### config.mk
export PLATFORM = sky130hd
export DESIGN_NAME = acc_mem_responder
export DESIGN_NICKNAME = d
export VERILOG_FILES = /design/src/rtl/acc_mem_pkg.sv /design/src/rtl/acc_line_assembler.sv /design/src/rtl/acc_mem_responder.sv
export SDC_FILE = /design/constraint.sdc
export NUM_CORES = 2
export LEC_CHECK = 0
export CAP_MARGIN = 20
export CELL_PAD_IN_SITES_DETAIL_PLACEMENT = 0
export CELL_PAD_IN_SITES_GLOBAL_PLACEMENT = 1
export CORE_ASPECT_RATIO = 2
export CORE_MARGIN = 2
export CORE_UTILIZATION = 43
export DETAILED_ROUTE_END_ITERATION = 16
export PLACE_DENSITY_LB_ADDON = 0.1
export SYNTH_ARGS = -nofsm -noshare
export SYNTH_HDL_FRONTEND = slang
export SYNTH_HIERARCHICAL = 1
export SYNTH_SLANG_ARGS = --single-unit
export TNS_END_PERCENT = 30
### constraint.sdc
create_clock -name clk -period 6.5 [get_ports clk]
set_clock_uncertainty 0.1 [all_clocks]
set_input_delay 1.3 -clock clk [delete_from_list [all_inputs] [get_ports clk]]
set_output_delay 1.3 -clock clk [all_outputs]
set_load 0.02 [all_outputs]
### src/rtl/acc_mem_pkg.sv
// Shared widths, FSM state encoding and line-slot mapping for the accelerator memory responder.
package acc_mem_pkg;

    localparam int unsigned ADDR_W     = 16;
    localparam int unsigned DATA_W     = 32;
    localparam int unsigned LINE_W     = 512;
    localparam int unsigned WORDS      = LINE_W / DATA_W;
    localparam int unsigned SRAM_AW    = ADDR_W - 2;
    localparam int unsigned IDX_W      = $clog2(WORDS);
    localparam int unsigned LINE_IDX_W = $clog2(LINE_W);

    typedef enum logic [2:0] {
        IDLE,
        READ_ISSUE,
        READ_DRAIN,
        READ_RESP,
        WRITE_ISSUE,
        WRITE_RESP
    } state_t;

    // Word i of a line sits at the top end: lowest address is most significant.
    function automatic logic [LINE_IDX_W-1:0] slot_msb(input logic [IDX_W-1:0] idx);
        return LINE_IDX_W'(LINE_W - 1 - DATA_W * 32'(idx));
    endfunction

endpackage

### src/rtl/acc_line_assembler.sv
// Slot register that collects burst read words into one line.
module acc_line_assembler
    import acc_mem_pkg::*;
(
    input  logic              clk,
    input  logic              rst,
    input  logic              we_i,
    input  logic [IDX_W-1:0]  idx_i,
    input  logic [DATA_W-1:0] wdata_i,
    output logic [LINE_W-1:0] line_o
);

    logic [LINE_W-1:0] line_q;

    always_ff @(posedge clk) begin
        if (rst) begin
            line_q <= '0;
        end else if (we_i) begin
            line_q[slot_msb(idx_i) -: DATA_W] <= wdata_i;
        end
    end

    assign line_o = line_q;

endmodule

### src/rtl/acc_mem_responder.sv
// Accelerator line-read / word-write responder sharing one SRAM port with the CPU (CPU first),
// plus the registered CPU-write snoop.
module acc_mem_responder
    import acc_mem_pkg::*;
(
    input  logic               clk,
    input  logic               rst,
    input  logic               cpu_mem_en,
    input  logic               cpu_mem_we,
    input  logic [ADDR_W-1:0]  cpu_mem_addr,
    input  logic [DATA_W-1:0]  cpu_mem_wdata,
    output logic [DATA_W-1:0]  cpu_mem_rdata,
    output logic               mem_listen_en,
    output logic [ADDR_W-1:0]  mem_listen_addr,
    output logic [DATA_W-1:0]  mem_listen_data,
    input  logic               mem_acc_read_en,
    input  logic [ADDR_W-1:0]  mem_acc_read_addr,
    output logic [LINE_W-1:0]  mem_acc_read_data,
    output logic               mem_acc_read_data_valid,
    input  logic               mem_acc_write_en,
    input  logic [ADDR_W-1:0]  mem_acc_write_addr,
    input  logic [DATA_W-1:0]  mem_acc_write_data,
    output logic               mem_acc_write_done,
    output logic               acc_req_err,
    output logic               sram_en,
    output logic               sram_we,
    output logic [SRAM_AW-1:0] sram_addr,
    output logic [DATA_W-1:0]  sram_wdata,
    input  logic [DATA_W-1:0]  sram_rdata
);

    state_t              state_q, state_d;
    logic [IDX_W-1:0]    cnt_q, cnt_d;
    logic [SRAM_AW-1:0]  base_q, base_d;
    logic [SRAM_AW-1:0]  wr_addr_q, wr_addr_d;
    logic [DATA_W-1:0]   wr_data_q, wr_data_d;
    logic                issued_q;
    logic [IDX_W-1:0]    idx_q;
    logic [LINE_W-1:0]   rd_line_q;
    logic                valid_q, done_q, err_q;
    logic                listen_en_q;
    logic [ADDR_W-1:0]   listen_addr_q;
    logic [DATA_W-1:0]   listen_data_q;
    logic                issue_rd_c, issue_wr_c, drop_c;
    logic [LINE_W-1:0]   asm_line;
    logic                unused_bits;

    assign unused_bits = ^{cpu_mem_addr[1:0], mem_acc_read_addr[1:0],
                           mem_acc_write_addr[1:0], asm_line[DATA_W-1:0]};

    // Next-state, SRAM arbitration and request-drop detection.
    always_comb begin
        state_d    = state_q;
        cnt_d      = cnt_q;
        base_d     = base_q;
        wr_addr_d  = wr_addr_q;
        wr_data_d  = wr_data_q;
        issue_rd_c = 1'b0;
        issue_wr_c = 1'b0;
        drop_c     = (state_q == IDLE) ? (mem_acc_read_en & mem_acc_write_en)
                                       : (mem_acc_read_en | mem_acc_write_en);
        case (state_q)
            IDLE: begin
                if (mem_acc_read_en) begin
                    base_d  = mem_acc_read_addr[ADDR_W-1:2];
                    cnt_d   = '0;
                    state_d = READ_ISSUE;
                end else if (mem_acc_write_en) begin
                    wr_addr_d = mem_acc_write_addr[ADDR_W-1:2];
                    wr_data_d = mem_acc_write_data;
                    state_d   = WRITE_ISSUE;
                end
            end
            READ_ISSUE: begin
                if (!cpu_mem_en) begin
                    issue_rd_c = 1'b1;
                    cnt_d      = cnt_q + IDX_W'(1);
                    if (cnt_q == IDX_W'(WORDS - 1)) begin
                        state_d = READ_DRAIN;
                    end
                end
            end
            READ_DRAIN:  state_d = READ_RESP;
            READ_RESP:   state_d = IDLE;
            WRITE_ISSUE: begin
                if (!cpu_mem_en) begin
                    issue_wr_c = 1'b1;
                    state_d    = WRITE_RESP;
                end
            end
            WRITE_RESP:  state_d = IDLE;
            default:     state_d = IDLE;
        endcase

        sram_en    = cpu_mem_en | issue_rd_c | issue_wr_c;
        sram_we    = cpu_mem_en ? cpu_mem_we : issue_wr_c;
        sram_addr  = cpu_mem_en ? cpu_mem_addr[ADDR_W-1:2]
                   : (issue_wr_c ? wr_addr_q : base_q + SRAM_AW'(cnt_q));
        sram_wdata = cpu_mem_en ? cpu_mem_wdata : wr_data_q;
    end

    always_ff @(posedge clk) begin
        if (rst) begin
            state_q   <= IDLE;
            cnt_q     <= '0;
            base_q    <= '0;
            wr_addr_q <= '0;
            wr_data_q <= '0;
            issued_q  <= 1'b0;
            idx_q     <= '0;
            rd_line_q <= '0;
            valid_q   <= 1'b0;
            done_q    <= 1'b0;
            err_q     <= 1'b0;
        end else begin
            state_q   <= state_d;
            cnt_q     <= cnt_d;
            base_q    <= base_d;
            wr_addr_q <= wr_addr_d;
            wr_data_q <= wr_data_d;
            issued_q  <= issue_rd_c;
            idx_q     <= cnt_q;
            valid_q   <= (state_d == READ_RESP);
            done_q    <= (state_d == WRITE_RESP);
            err_q     <= drop_c;
            // Last word arrives in the drain cycle; publish the whole line at once.
            if (state_q == READ_DRAIN) begin
                rd_line_q <= {asm_line[LINE_W-1:DATA_W], sram_rdata};
            end
        end
    end

    // CPU write snoop.
    always_ff @(posedge clk) begin
        if (rst) begin
            listen_en_q   <= 1'b0;
            listen_addr_q <= '0;
            listen_data_q <= '0;
        end else begin
            listen_en_q <= cpu_mem_en & cpu_mem_we;
            if (cpu_mem_en & cpu_mem_we) begin
                listen_addr_q <= cpu_mem_addr;
                listen_data_q <= cpu_mem_wdata;
            end
        end
    end

    acc_line_assembler u_asm (
        .clk     (clk),
        .rst     (rst),
        .we_i    (issued_q),
        .idx_i   (idx_q),
        .wdata_i (sram_rdata),
        .line_o  (asm_line)
    );

    assign cpu_mem_rdata           = sram_rdata;
    assign mem_listen_en           = listen_en_q;
    assign mem_listen_addr         = listen_addr_q;
    assign mem_listen_data         = listen_data_q;
    assign mem_acc_read_data       = rd_line_q;
    assign mem_acc_read_data_valid = valid_q;
    assign mem_acc_write_done      = done_q;
    assign acc_req_err             = err_q;

endmodule

; Word level (Yosys, flattened, before mapping)
; Index checks and enable logic that the tools add are counted.
[word_totals]
ff_bits = 1148
output_inout_bits = 644
elab_cells = 58
[op_classes]
addsub = 4
n_eq_ne = 8
shifts = 2
mux = 18
n_bitwise = 6
reduce_logical = 5
[op_table]
columns = op, count
row1 = "variable shift 32 x 11 -> 543 bit, first input constant", 1
row2 = indexed part select 32 x 11 -> 543 bit, 1
row3 = bitwise mux 512 bit, 1
row4 = 2-to-1 mux 32 bit, 1
row5 = 2-to-1 mux 14 bit, 2
row6 = 2-to-1 mux 3 bit, 5
row7 = adder 14 x 4 -> 14 bit, 1
row8 = case mux 3 bit (4 select lines), 1
row9 = negation 9 -> 11 bit, 1
row10 = "subtractor 9 bit, first input constant", 1
row11 = 2-to-1 mux 4 bit, 2
row12 = case mux 4 bit (2 select lines), 1
row13 = "== test 3 x 2 -> 1 bit, second input constant", 2
row14 = "== test 3 bit, second input constant", 2
row15 = AND reduction 3 bit, 2
row16 = 2-to-1 mux 1 bit, 5
row17 = "adder 4 x 1 -> 4 bit, second input constant", 1
row18 = "== test 4 bit, second input constant", 1
row19 = "!= test 2 bit, second input constant", 2
row20 = "== test 3 x 1 -> 1 bit, second input constant", 1
row21 = logical NOT 3 bit, 1
row22 = OR 1 bit, 3
row23 = bitwise AND 1 bit, 2
row24 = AND reduction 2 bit, 1
row25 = other kinds (2), 2

; Depth between registers and ports, before layout
[logic_depth]
depth_word = 5
mapped_depth = 7
mapped_depth_nobuf = 6

; Hierarchy
; The synthesis kept the hierarchy.
[by_module_without_submodules]
columns = mod, instances, cells_each, area_per_inst_um2, seq_area_each_um2
row1 = acc_mem_responder, 1, 2947, 23133.4, 12732.2
row2 = acc_line_assembler, 1, 1773, 19970.4, 10249.8

; Least setup slack after synthesis
; OpenSTA, ideal clock, no wires.
[synth_timing]
path_type = in2out
startpoint = in cpu_mem_en
endpoint = out sram_addr[4]
arrival_time_ns = 2.659
required_time_ns = 5.100
slack_ns = 2.441
cell_stages = 4
path_buffers = 3
cell_sequence = buf_2 -> clkbuf_1 -> buf_2 -> o41ai_1
[synth_between]
elab_chain_cells = 4
[synth_rtl]
columns = item, line
row1 = start: declaration, acc_mem_responder.sv:8  ; input logic cpu_mem_en,
row2 = 2-to-1 mux 1 bit, acc_mem_responder.sv:86  ; if (!cpu_mem_en) begin
row3 = 2-to-1 mux 1 bit, acc_mem_responder.sv:62  ; case (state_q)
row4 = 2-to-1 mux 14 bit, acc_mem_responder.sv:98  ; : (issue_wr_c ? wr_addr_q : base_q + SRAM_AW'(cnt_q));
row5 = 2-to-1 mux 14 bit *, acc_mem_responder.sv:97  ; sram_addr = cpu_mem_en ? cpu_mem_addr[ADDR_W-1:2]
row6 = end: declaration, acc_mem_responder.sv:27  ; output logic [SRAM_AW-1:0] sram_addr,
; Mark *: on every way between the ends. The rest lies on a longest branch, timed or not.

; Worst setup path after layout
[layout_timing]
startpoint = reg cnt_q[0]
endpoint = out sram_addr[4]
[layout_between]
elab_chain_cells = 3
[layout_rtl]
columns = item, line
row1 = start: declaration, acc_mem_responder.sv:33  ; logic [IDX_W-1:0] cnt_q, cnt_d;
row2 = start signal: assignment, acc_mem_responder.sv:117  ; cnt_q <= cnt_d;
row3 = adder 14 x 4 -> 14 bit, acc_mem_responder.sv:98
row4 = 2-to-1 mux 14 bit, acc_mem_responder.sv:98
row5 = 2-to-1 mux 14 bit, acc_mem_responder.sv:97
; No other way between the ends.

==> results by group <==
Clock tree
  • CTS tree: built
  • CTS max path bufs: 3
  • Clock latency on the worst-skew pair: between 0.7 and 0.8 ns
  • CTS Hold Buffers Added: 0
  • Post-CTS Setup Bufs: 0
  • CTS buffer count: a little under 100
  • Depth of the CTS H-tree: 3
  • CTS sink cnt: between 1k and 1.5k
  • Post-cts gate resize count: 0
  • CTS root buf: clkbuf_16
  • Clock transition at path regs: about 0.06 ns

Detailed routing
  • First DRT Iteration DRCs: roughly 2.0k
  • Total number of vias: about 33k
  • Drt total wl: roughly 150,000 um
  • Routed Antenna Nets: 0
  • DRC viols: 0
  • WL/cell: about 23 um
  • Via/cell ratio: just over 5
  • Drt first pass iters: 6

Placement
  • Dpl hpwl: 96,700 um
  • I/O Buffers: approximately 790
  • Post-Place Setup Slack: about 1.8 ns
  • Routability congestion estimate: around 0.89

Setup path
  • Worst Path Arrival: about 3.8 ns
  • Critical path class: reg2out
  • Crit. Startpoint: cnt_q[0]
  • Critical Path RT: a little over 5 ns
  • Critical path peak fanout: 6
  • Startpoint types: flop
  • Flop2flop setup slack: 3.50 ns
  • Crit path capture type: primary output
  • R2R Path Start: state_q[2]

STA
  • RSZ-0062 raised after global routing: false
  • Fmax: between 0.15 and 0.2 GHz
  • WHS: 0.342 ns
  • Slew headroom: between 10% and 20%
  • Worst slew pin tran: approximately 1.3 ns
  • Minimum clock period: 5.16 ns
  • Total negative slack: 0 ns
  • Part of the cycle the worst path needs: between 70% and 80%
  • Final Max Slew Viols: 0
  • Final WS setup: between 1 and 1.5 ns
  • Final setup vio count: 0
  • Final hold vios: 0

Final layout
  • Filler Cells Inserted: 9,106
  • Register area: between 0.02 and 0.025 mm2
  • Area Overhead vs Synth: 26.7%
  • Final Net Count: 5,275
  • Share of cells above drive strength 1: between 5 and 6%
  • Commonest non-fill, non-tap cell in the layout: nand2_1
  • Commonest non-fill, non-tap cells in the layout: 1,258 x nand2_1, 1,116 x dfxtp_1, 787 x clkdlybuf4s50_1
  • Fin util: 54.6%
  • Multi-input combinational cell area: around 0.017 mm2

Run status
  • Status: complete, no violations

Die
  • Die area: about 0.1 mm2
  • I/O Pins: 794
  • Core Rows: 162
  • Die span in y: between 400 and 500 um
  • Core Area: a little under 0.1 mm2
  • Chip Width: ~220 um
  • Initial Utilization: around 43%

Worst hold path
  • Worst Hold Launch: u_asm/line_o[162]
  • Min-delay worst type: reg2reg

Yosys
  • Mean Syn Cell Area: around 9.1 um2
  • Synthesized netlist cell count: ~4.6k
  • Netlist Area Pre-Place: roughly 0.042 mm2
  • Ys Warns: 6
  • Synthesized net count: 4,773

Global route
  • Pin count of the biggest net entering global routing: 260
  • Vias in the first global route: ~31k
  • Initial antenna violation count: 13
  • Total GRT Usage: between 20% and 30%
  • First-pass GRT wire length: ~210,000 um
  • Grt total ovfl: 0

Power
  • Peak supply drop: ~0.22 mV
  • Power per cell area: 261 mW/mm2
  • Leakage: roughly 21 nW

Job
  • Max Cap Violations: 0
## through the flow
stage	cells	cell area, um2	total power (W)
final	6432	53100	0.0139
after global routing	6428	53000	0.0143
after CTS	6425	53000	0.0140
after detailed placement	6248	49700	0.00784
after global placement	6247	49600	0.00784
after floorplan	4617	41900	0.00746
## registers in the layout, summed over array words and instances (netlist names), 3 cells and up
signal / count
idx_q: 4
mem_listen_addr: 16
base_q: 14
state_q: 3
cnt_q: 4
wr_data_q: 32
mem_listen_data: 32
u_asm/line_o: 480
wr_addr_q: 14
mem_acc_read_data: 512
## report_power, final
group          leakage (nW)  total [W]  switching, W  internal, W
clock                  1.67    0.00618       0.00268      0.00350
combinational          10.1   0.000773      0.000480     0.000294
sequential             9.00    0.00691     0.0000318      0.00688
total                  20.8     0.0139       0.00319       0.0107
## worst paths after layout
kind                             to  cells after the start
max                    sram_addr[4]                      6
min          mem_acc_read_data[162]                      2
max reg2reg  mem_acc_read_data[321]                      6
min reg2reg  mem_acc_read_data[162]                      2
## critical path, stage by stage, from the launching register on
cell	delay [ns]
dfxtp_1	0.36
ha_1	0.25
fa_1	0.43
a211oi_1	0.75
nor2_1	0.19
o41ai_1	0.34
clkdlybuf4s50_1	0.73
## layout make-up
cell class | count | area share (%)
clock inverter | 32 | 0.814
antenna | 7 | 0.0330
inverter | 6 | 0.0425
multi-input combinational | 3068 | 32.9
tap | 1230 | 2.90
clock buffer | 145 | 5.55
timing repair buffer | 828 | 15.7
sequential | 1116 | 42.1
## metal layers
layer	GRT usage, %	share of wire, %
met3	8.71	8.0
met4	10.4	3.7
met5	0	0.024
met1	34.8	41
met2	47.5	47
(Power assumes the default switching activity.)
